### src/rtl/k12a_io_bank_if.sv
// CPU I/O strobe bus for the K12A I/O bank: load/store strobes, a 4-bit
// register address, and separate write and read data buses.
interface k12a_io_bank_if;
    logic       io_load;
    logic       io_store;
    logic [3:0] io_addr;
    logic [7:0] io_wdata;
    logic [7:0] io_rdata;

    // CPU side: drives strobes, address and write data, receives read data.
    modport master (
        output io_load,
        output io_store,
        output io_addr,
        output io_wdata,
        input  io_rdata
    );

    // I/O bank side: receives strobes, address and write data, returns read data.
    modport slave (
        input  io_load,
        input  io_store,
        input  io_addr,
        input  io_wdata,
        output io_rdata
    );
endinterface

### src/rtl/k12a_io_bank.sv
// K12A memory-mapped I/O bank: byte-wide GPIO out/in ports (inputs double-flop
// synchronised), a mode-0 MSB-first SPI master with programmable half-period
// divider, and a maskable edge-triggered wake latch cleared by write-1.
// Optional build macro K12A_IO_SPI_LOOPBACK_EN adds CTRL bit0 "loopback",
// which routes the internal spi_mosi into the receive shifter.
module k12a_io_bank #(
    parameter int N_GPIO    = 3,
    parameter int WAKE_W    = 8,
    parameter int SPI_DIV_W = 8
) (
    input  logic                  cpu_clock,
    input  logic                  reset,
    k12a_io_bank_if.slave         bus,
    output logic [8*N_GPIO-1:0]   gpio_out,
    input  logic [8*N_GPIO-1:0]   gpio_in,
    output logic                  spi_sck,
    output logic                  spi_mosi,
    input  logic                  spi_miso,
    input  logic [WAKE_W-1:0]     wake_sources,
    output logic                  wake
);

    localparam logic [3:0] ADDR_CTRL      = 4'h8;
    localparam logic [3:0] ADDR_SPI_DATA  = 4'h9;
    localparam logic [3:0] ADDR_STATUS    = 4'hA;
    localparam logic [3:0] ADDR_WAKE_MASK = 4'hB;
    localparam logic [3:0] ADDR_SPI_DIV   = 4'hC;
    localparam logic [SPI_DIV_W-1:0] DIV_ONE = SPI_DIV_W'(1);

    typedef enum logic [1:0] {
        SPI_IDLE  = 2'd0,
        SPI_LEAD  = 2'd1,
        SPI_TRAIL = 2'd2
    } spi_state_t;

    // Architectural and synchroniser state
    logic [8*N_GPIO-1:0]  gpio_out_q, gpio_out_d;
    logic [8*N_GPIO-1:0]  gin_s1_q, gin_s2_q;
    logic [WAKE_W-1:0]    wake_mask_q, wake_mask_d;
    logic [WAKE_W-1:0]    wk_s1_q, wk_s2_q, wk_prev_q;
    logic                 wake_pending_q, wake_pending_d;
    logic [SPI_DIV_W-1:0] spi_div_q, spi_div_d;
    logic                 miso_s1_q, miso_s2_q;

    // SPI engine state
    spi_state_t           state_q;
    logic [SPI_DIV_W-1:0] div_act_q;
    logic [SPI_DIV_W-1:0] cnt_q;
    logic [2:0]           bit_cnt_q;
    logic [7:0]           tx_q;
    logic [7:0]           rx_shift_q;
    logic [7:0]           rx_data_q;
    logic                 sck_q;
    logic                 mosi_q;

    // Decoded strobes and helpers
    logic       busy_s;
    logic       spi_data_wr_s;
    logic       wake_edge_s;
    logic       w1c_s;
    logic       rx_bit_s;
    logic [7:0] ctrl_rd_s;
    logic [7:0] rdata_s;

    assign busy_s        = (state_q != SPI_IDLE);
    assign spi_data_wr_s = bus.io_store && (bus.io_addr == ADDR_SPI_DATA) && !busy_s;
    assign wake_edge_s   = |(wk_s2_q & ~wk_prev_q & wake_mask_q);
    assign w1c_s         = bus.io_store && (bus.io_addr == ADDR_STATUS) && bus.io_wdata[1];

`ifdef K12A_IO_SPI_LOOPBACK_EN
    logic loopback_q;

    // Loopback control bit, written through CTRL bit0.
    always_ff @(posedge cpu_clock or posedge reset) begin
        if (reset) begin
            loopback_q <= 1'b0;
        end else if (bus.io_store && (bus.io_addr == ADDR_CTRL)) begin
            loopback_q <= bus.io_wdata[0];
        end else begin
            loopback_q <= loopback_q;
        end
    end

    assign rx_bit_s  = loopback_q ? mosi_q : miso_s2_q;
    assign ctrl_rd_s = {7'b000_0000, loopback_q};
`else
    assign rx_bit_s  = miso_s2_q;
    assign ctrl_rd_s = 8'h00;
`endif

    // Next-state for the CPU-writable registers and the wake latch.
    always_comb begin
        gpio_out_d = gpio_out_q;
        for (int k = 0; k < N_GPIO; k++) begin
            gpio_out_d[8*k +: 8] = (bus.io_store && (bus.io_addr == 4'(k)))
                                   ? bus.io_wdata : gpio_out_q[8*k +: 8];
        end
        wake_mask_d = (bus.io_store && (bus.io_addr == ADDR_WAKE_MASK))
                      ? bus.io_wdata[WAKE_W-1:0] : wake_mask_q;
        spi_div_d   = (bus.io_store && (bus.io_addr == ADDR_SPI_DIV) && !busy_s)
                      ? bus.io_wdata[SPI_DIV_W-1:0] : spi_div_q;
        // A new edge in the same cycle as a W1C keeps the latch set.
        if (wake_edge_s) begin
            wake_pending_d = 1'b1;
        end else if (w1c_s) begin
            wake_pending_d = 1'b0;
        end else begin
            wake_pending_d = wake_pending_q;
        end
    end

    // Register file, input synchronisers and wake edge detector.
    always_ff @(posedge cpu_clock or posedge reset) begin
        if (reset) begin
            gpio_out_q     <= '0;
            gin_s1_q       <= '0;
            gin_s2_q       <= '0;
            wake_mask_q    <= '0;
            wk_s1_q        <= '0;
            wk_s2_q        <= '0;
            wk_prev_q      <= '0;
            wake_pending_q <= 1'b0;
            spi_div_q      <= '0;
            miso_s1_q      <= 1'b0;
            miso_s2_q      <= 1'b0;
        end else begin
            gpio_out_q     <= gpio_out_d;
            gin_s1_q       <= gpio_in;
            gin_s2_q       <= gin_s1_q;
            wake_mask_q    <= wake_mask_d;
            wk_s1_q        <= wake_sources;
            wk_s2_q        <= wk_s1_q;
            wk_prev_q      <= wk_s2_q;
            wake_pending_q <= wake_pending_d;
            spi_div_q      <= spi_div_d;
            miso_s1_q      <= spi_miso;
            miso_s2_q      <= miso_s1_q;
        end
    end

    // SPI mode-0 engine: LEAD half ends with sck rising and an rx sample,
    // TRAIL half ends with sck falling and the next tx bit on mosi.
    always_ff @(posedge cpu_clock or posedge reset) begin
        if (reset) begin
            state_q    <= SPI_IDLE;
            div_act_q  <= '0;
            cnt_q      <= '0;
            bit_cnt_q  <= 3'd0;
            tx_q       <= 8'h00;
            rx_shift_q <= 8'h00;
            rx_data_q  <= 8'h00;
            sck_q      <= 1'b0;
            mosi_q     <= 1'b0;
        end else begin
            case (state_q)
                SPI_IDLE: begin
                    sck_q <= 1'b0;
                    if (spi_data_wr_s) begin
                        tx_q      <= bus.io_wdata;
                        mosi_q    <= bus.io_wdata[7];
                        div_act_q <= spi_div_q;
                        cnt_q     <= '0;
                        bit_cnt_q <= 3'd0;
                        state_q   <= SPI_LEAD;
                    end else begin
                        state_q   <= SPI_IDLE;
                    end
                end
                SPI_LEAD: begin
                    if (cnt_q == div_act_q) begin
                        sck_q      <= 1'b1;
                        rx_shift_q <= {rx_shift_q[6:0], rx_bit_s};
                        cnt_q      <= '0;
                        state_q    <= SPI_TRAIL;
                    end else begin
                        cnt_q      <= cnt_q + DIV_ONE;
                    end
                end
                SPI_TRAIL: begin
                    if (cnt_q == div_act_q) begin
                        sck_q  <= 1'b0;
                        tx_q   <= {tx_q[6:0], 1'b0};
                        mosi_q <= tx_q[6];
                        cnt_q  <= '0;
                        if (bit_cnt_q == 3'd7) begin
                            rx_data_q <= rx_shift_q;
                            state_q   <= SPI_IDLE;
                        end else begin
                            bit_cnt_q <= bit_cnt_q + 3'd1;
                            state_q   <= SPI_LEAD;
                        end
                    end else begin
                        cnt_q <= cnt_q + DIV_ONE;
                    end
                end
                default: begin
                    sck_q   <= 1'b0;
                    state_q <= SPI_IDLE;
                end
            endcase
        end
    end

    // Combinational read mux; unimplemented ports and addresses read zero.
    always_comb begin
        rdata_s = 8'h00;
        if (bus.io_load) begin
            case (bus.io_addr)
                4'h0, 4'h1, 4'h2, 4'h3: begin
                    for (int k = 0; k < N_GPIO; k++) begin
                        rdata_s = rdata_s | ((bus.io_addr[1:0] == 2'(k))
                                  ? gpio_out_q[8*k +: 8] : 8'h00);
                    end
                end
                4'h4, 4'h5, 4'h6, 4'h7: begin
                    for (int k = 0; k < N_GPIO; k++) begin
                        rdata_s = rdata_s | ((bus.io_addr[1:0] == 2'(k))
                                  ? gin_s2_q[8*k +: 8] : 8'h00);
                    end
                end
                ADDR_CTRL:      rdata_s = ctrl_rd_s;
                ADDR_SPI_DATA:  rdata_s = rx_data_q;
                ADDR_STATUS:    rdata_s = {6'b00_0000, wake_pending_q, busy_s};
                ADDR_WAKE_MASK: rdata_s = 8'(wake_mask_q);
                ADDR_SPI_DIV:   rdata_s = 8'(spi_div_q);
                default:        rdata_s = 8'h00;
            endcase
        end else begin
            rdata_s = 8'h00;
        end
    end

    assign bus.io_rdata = rdata_s;
    assign gpio_out     = gpio_out_q;
    assign spi_sck      = sck_q;
    assign spi_mosi     = mosi_q;
    assign wake         = wake_pending_q;

endmodule

### src/flat_wrapper.sv
// flat-port wrapper written by rule: the top's interface ports become plain ports
module k12a_io_bank_flat 
#(
    parameter int N_GPIO    = 3,
    parameter int WAKE_W    = 8,
    parameter int SPI_DIV_W = 8
)
  (cpu_clock, reset, gpio_out, gpio_in, spi_sck, spi_mosi, spi_miso, wake_sources, wake, bus_io_load, bus_io_store, bus_io_addr, bus_io_wdata, bus_io_rdata);
  k12a_io_bank_if bus_i ();
  input  logic cpu_clock;
  input  logic reset;
  output logic [8*N_GPIO-1:0] gpio_out;
  input  logic [8*N_GPIO-1:0] gpio_in;
  output logic spi_sck;
  output logic spi_mosi;
  input  logic spi_miso;
  input  logic [WAKE_W-1:0] wake_sources;
  output logic wake;
  input wire logic [$bits(bus_i.io_load)-1:0] bus_io_load;
  input wire logic [$bits(bus_i.io_store)-1:0] bus_io_store;
  input wire logic [$bits(bus_i.io_addr)-1:0] bus_io_addr;
  input wire logic [$bits(bus_i.io_wdata)-1:0] bus_io_wdata;
  output wire logic [$bits(bus_i.io_rdata)-1:0] bus_io_rdata;
  assign bus_i.io_load = bus_io_load;
  assign bus_i.io_store = bus_io_store;
  assign bus_i.io_addr = bus_io_addr;
  assign bus_i.io_wdata = bus_io_wdata;
  assign bus_io_rdata = bus_i.io_rdata;
  k12a_io_bank #(.N_GPIO(N_GPIO), .WAKE_W(WAKE_W), .SPI_DIV_W(SPI_DIV_W)) u_core (.cpu_clock(cpu_clock), .reset(reset), .bus(bus_i), .gpio_out(gpio_out), .gpio_in(gpio_in), .spi_sck(spi_sck), .spi_mosi(spi_mosi), .spi_miso(spi_miso), .wake_sources(wake_sources), .wake(wake));
endmodule
### config.mk
export PLATFORM = sky130hd
export DESIGN_NAME = k12a_io_bank_flat
export DESIGN_NICKNAME = d
export VERILOG_FILES = /design/src/rtl/k12a_io_bank_if.sv /design/src/rtl/k12a_io_bank.sv /design/src/flat_wrapper.sv
export SDC_FILE = /design/constraint.sdc
export NUM_CORES = 1
export LEC_CHECK = 0
export ABC_AREA = 1
export CELL_PAD_IN_SITES_DETAIL_PLACEMENT = 1
export CELL_PAD_IN_SITES_GLOBAL_PLACEMENT = 1
export CORE_ASPECT_RATIO = 0.5
export CORE_UTILIZATION = 35
export CTS_CLUSTER_SIZE = 30
export DETAILED_ROUTE_END_ITERATION = 10
export GPL_TIMING_DRIVEN = 0
export PLACE_DENSITY = 0.7
export SYNTH_ARGS = -nofsm -noshare
export SYNTH_HDL_FRONTEND = slang
export SYNTH_SLANG_ARGS = --single-unit
### constraint.sdc
create_clock -name cpu_clock -period 5 [get_ports cpu_clock]
set_input_delay 0.75 -clock cpu_clock [delete_from_list [all_inputs] [get_ports cpu_clock]]
set_output_delay 0.75 -clock cpu_clock [all_outputs]
set_load 0.05 [all_outputs]
### After elaboration in Yosys (flattened, before gate mapping)

Cells that the tools add are included.

| operators by class | value |
|---|---|
| $mul | 0 |
| shift operators | 0 |
| mux-type cells | 31 |
| $lt $le $gt $ge | 0 |
| divide/modulo/power cells | 0 |
| bitwise gates (word level) | 7 |
| $add $sub $neg | 2 |
| equal/unequal tests | 21 |
| reductions and logical operators | 29 |

Operator list:

| operator | number |
|---|---|
| 2-to-1 mux 8 bit | 9 |
| one-hot mux 8 bit (6 select lines) | 1 |
| OR 8 bit | 4 |
| AND 8 bit | 2 |
| equality test 4 x 3 -> 1 bit (second input constant) | 4 |
| equality test 4 bit (second input constant) | 4 |
| one-hot mux 8 bit (2 select lines) | 1 |
| 2-to-1 mux 7 bit | 2 |
| one-hot mux 7 bit (2 select lines) | 1 |
| logical AND 1 bit | 10 |
| 2-to-1 mux 3 bit | 3 |
| adder 8 x 1 -> 8 bit (second input constant) | 1 |
| equality test 4 x 2 -> 1 bit (second input constant) | 2 |
| equality test 8 bit | 1 |
| 2-to-1 mux 1 bit | 8 |
| NOT 8 bit | 1 |
| AND reduction 2 bit | 4 |
| nonzero test 2 bit | 4 |
| OR reduction 4 bit | 2 |
| OR reduction 8 bit | 1 |
| != test 2 x 1 -> 1 bit (second input constant) | 3 |
| one-hot mux 2 bit (3 select lines) | 1 |
| one-hot mux 3 bit (2 select lines) | 1 |
| AND reduction 3 bit | 2 |
| 13 further kinds | 18 |

| storage, ports and cells | value |
|---|---|
| logic and storage cells | 112 |
| bits in latches | 0 |
| register bits after elaboration | 161 |
| input bits | 49 |
| memories kept | 0 |
| bits in writable memories | 0 |
| memory bits (read-only) | 0 |

### Depth between registers and ports, before layout

| logic depth | value |
|---|---|
| depth in word-level cells | 6 |
| mapped depth | 11 |
| mapped depth without buffers | 10 |

### Worst setup path after synthesis

No wires, ideal clock.

| path | value |
|---|---|
| path type | in2out |
| start | input port bus_io_addr[1] |
| end | output port bus_io_rdata[7] |
| cell stages on the path | 6 |
| setup slack | 1.779 ns |
| buffers on the path | 1 |
| arrival | 2.471 ns |
| path through | nor2_1 -> clkbuf_1 -> nand2_1 -> nand3_1 -> nand2_1 -> a31oi_1 |

| on the way | value |
|---|---|
| cells in the longest elaborated chain, start to end | 6 |
| elaborated cells between the ends (all ways) | 29 |

Ends and longest elaborated chain:

| item | RTL line | source |
|---|---|---|
| start, declared | flat_wrapper.sv:21 | `input wire logic [$bits(bus_i.io_addr)-1:0] bus_io_addr;` |
| equality test 2 x 1 -> 1 bit or zero test 2 bit (tied branches) | k12a_io_bank.sv:211, k12a_io_bank.sv:217 |  |
| 2-to-1 mux 8 bit (on tied branches) | k12a_io_bank.sv:218, k12a_io_bank.sv:212 |  |
| OR 8 bit (on tied branches) (2 in a row) | k12a_io_bank.sv:217, k12a_io_bank.sv:211 |  |
| one-hot mux 8 bit (6 select lines) * | k12a_io_bank.sv:208 | `case (bus.io_addr)` |
| 2-to-1 mux 8 bit * | k12a_io_bank.sv:207 | `if (bus.io_load) begin` |
| end, declared | flat_wrapper.sv:23 | `output wire logic [$bits(bus_i.io_rdata)-1:0] bus_io_rdata;` |

Mark *: on every way between the ends. The rest lies on a longest branch, timed or not.

### Worst setup path after layout

| path | value |
|---|---|
| start | input port bus_io_addr[0] |
| end | output port bus_io_rdata[0] |

Same word-level chain as after synthesis.

==> metrics.md <==
| Metric | Value |
|---|---|
| Worst-path clk slew | `70 ps` |
| Core Footprint | `0.0174 mm²` |
| CP startpoint kind | `input pin` |
| Peak supply drop | `0.237 mV` |
| Ordered list of cells on the worst path | `clkdlybuf4s50_1 -> nor2_1 -> clkbuf_1 -> nand2_1 -> nand3_1 -> nand2_1 -> a31oi_1 -> clkdlybuf4s50_1` |
| Synth Instances | `651` |
| Initial antenna violation count | `0` |
| Final WL | `17,100 µm` |
| Buffer count from post-CTS setup fixing | `0` |
| Final nets | `813` |
| Post-synth EDFFs | `0` |
| Hold-fix buffers at CTS | `0` |
| Initial Util | `0.359` |
| Post-route ant nets | `0` |
| Cts bufs inserted | `17` |
| Commonest cells after routing, fill and taps aside | `nand2_1 (223), dfrtp_1 (160), clkdlybuf4s50_1 (83)` |
| Hold Violations, Final | `0` |
| Final TNS setup | `0 ps` |
| Post-route insts no fill | `1,003` |
| Slowest-stage cell, CP | `clkdlybuf4s50_1` |
| Gpl congestion | `0.786` |
| Clock Tree Root | `clkbuf_16` |
| DR vias/cell | `4.83` |
| Layout cell share with drive strength beyond 1 | `0.0676` |
| Die Y | `96.6 µm` |
| Worst-margin pin slew | `about 890 ps` |
| Crit share post-route | `0.912` |
| Die area | `around 0.018 mm²` |
| Fill cell count | `1,984` |
| Die X | `191 µm` |
| Routed via count | `between 4,000 and 5,000` |
| Max-cap violations | `0` |
| Gr usage total | `0.198` |
| Area grow syn2layout | `28.5%` |
| Drt drc | `0` |
| Critical Path RT | `4250 ps` |
| #FFs+latches synth | `160` |
| Vias in the first global route | `4,957` |
| Seq/Total Area, Yosys | `0.640` |
| FMAX | `between 200 and 250 MHz` |
| Grt total ovfl | `0` |
| TritonCTS clock tree | `done` |
| Clock sink count | `160` |
| IO Port Bufs | `between 80 and 90` |
| Commonest non-fill, non-tap cell in the layout | `nand2_1` |
| Setup ws final | `roughly 440 ps` |
| Dpl ws | `around 420 ps` |
| Ys flop type | `dfrtp_1` |
| Status | `completed` |
| # diodes | `0` |
| Synthesized area per cell | `9.61 µm²` |
| Mapped Area | `between 0.006 and 0.007 mm²` |
| Worst-skew pair later-pin latency | `~430 ps` |
| WL per Instance | `around 17 µm` |
| Cell area power density | `roughly 390 mW/mm²` |
| Post-cts gate resize count | `0` |
| Max Buffers Root-to-Sink | `2` |
| First-pass GRT wire length | `around 27,000 µm` |
| Detailed Place HPWL | `12,500 µm` |
| WP data arrival | `3810 ps` |
| Ys async rst share | `1.00` |
| FP Rows | `34` |
| Initial drt markers | `roughly 280` |
| Fin Clk Skew | `between 9 and 10 ps` |
| Synth warnings | `0` |
| Placed cell count | `972` |
| Worst hold slack | `approximately 350 ps` |
| Largest fanout on the critical path | `10` |
| Netlist cell types | `30` |
| Tmin final | `4560 ps` |
| H-tree depth | `4` |
| Max incr delay on CP | `850 ps` |
| Post-Syn Nets | `707` |
| Total Power | `about 0.0032 W` |
| CP endpoint kind | `output pin` |
| Drt first pass iters | `4` |
| Slew Viols, Final | `0` |
| RSZ-0062 raised after global routing | `no` |
| Final setup violating endpoints | `0` |
| Largest net degree at the start of global routing | `43` |
| # IOs | `84` |
| Leakage power | `between 3 and 4 nW` |
| Hold crit path type | `flip-flop to flip-flop` |
| Setup CP Type | `input pin to output pin` |
| Relative slew slack | `0.403` |
-- through the flow --
stage          utilization  instance area, µm²
3_3_place_gp         0.423                7390
4_1_cts              0.461                8040
3_5_place_dp         0.428                7470
5_1_grt              0.461                8040
6_report             0.461                8040
2_1_floorplan            -                6260
-- routing by layer --
metal,vias to the layer above,track usage,wire length [µm]
met4,0,0.0602,242
met3,18,0.0531,825
met2,93,0.320,8130
met5,-,0,0
met1,2414,0.263,7920
li1,2315,-,-
-- final timing paths --
kind | start | endpoint | slack, ps | cells past startpoint
min in group asynchronous | reset | u_core.wk_s1_q[3]$_DFF_PP0_ | 850 | 2
max reg2reg | u_core.cnt_q[5]$_DFFE_PP0P_ | u_core.rx_shift_q[5]$_DFFE_PP0P_ | 2880 | 9
max in group asynchronous | reset | u_core.state_q[0]$_DFFE_PP0P_ | 3020 | 5
max | bus_io_addr[0] | bus_io_rdata[0] | 440 | 8
min | u_core.wk_s1_q[2]$_DFF_PP0_ | u_core.wk_s2_q[2]$_DFF_PP0_ | 350 | 0
min reg2reg | u_core.wk_s1_q[2]$_DFF_PP0_ | u_core.wk_s2_q[2]$_DFF_PP0_ | 350 | 0
-- worst max-delay path: cells and delay by family --
family / cells / cell delay (ps)
compound gates: 1 / 270
simple gates: 4 / 920
buf+inv: 3 / 1870
-- report_power, final --
group	total, W	internal [W]	switching, W
Combinational	0.000441	0.000153	0.000288
Clock	0.00127	0.000708	0.000565
Sequential	0.00144	0.00138	0.0000650
-- cell type report --
class                      count  area [µm²]  share of cell area
sequential                   160        4000               0.498
buffer                        16        62.6             0.00778
tap                          234         293              0.0364
timing repair buffer          87         918               0.114
inverter                      55         210              0.0261
clock inverter                12         125              0.0156
multi-input combinational    420        1990               0.247
clock buffer                  19         443              0.0551
-- logic make-up (layout without fill, tap and decap cells) --
| kind of cell | Yosys count | in the layout | share of synthesized area |
|---|---|---|---|
| AOI/OAI and AO/OA | 103 | 103 | 0.0884 |
| xor gates and xnor gates | 5 | 5 | 0.00700 |
| adders and majority gates | 7 | 7 | 0.0140 |
| buffers and inverters | 71 | 189 | 0.0430 |
| DFF | 160 | 160 | 0.640 |
| muxes | 4 | 4 | 0.00720 |
| and+or+nand+nor | 301 | 301 | 0.201 |
-- synthesized netlist by cell type (4+ instances only) --
library cell / count / area (µm²)
nor2_1: 20 / 75.1
a31oi_1: 6 / 37.5
inv_1: 52 / 195
nand3_1: 29 / 145
nand2_1: 223 / 837
a21oi_1: 14 / 70.1
ha_1: 7 / 87.6
o21ai_0: 76 / 380
nand4_1: 15 / 93.8
clkbuf_1: 14 / 52.6
dfrtp_1: 160 / 4000
nand3b_1: 5 / 37.5
xnor2_1: 4 / 35.0
-- registers in the layout, summed over array words and instances, names as in the netlist, 7 cells and up --
name / flops
u_core.gin_s1_q: 24
u_core.gin_s2_q: 24
u_core.gpio_out: 24
u_core.cnt_q: 8
u_core.div_act_q: 8
u_core.rx_data_q: 8
u_core.rx_shift_q: 8
u_core.spi_div_q: 8
u_core.wake_mask_q: 8
u_core.wk_prev_q: 8
u_core.wk_s1_q: 8
u_core.wk_s2_q: 8
u_core.tx_q: 7
No activity file was read; power rests on OpenSTA's default activity.
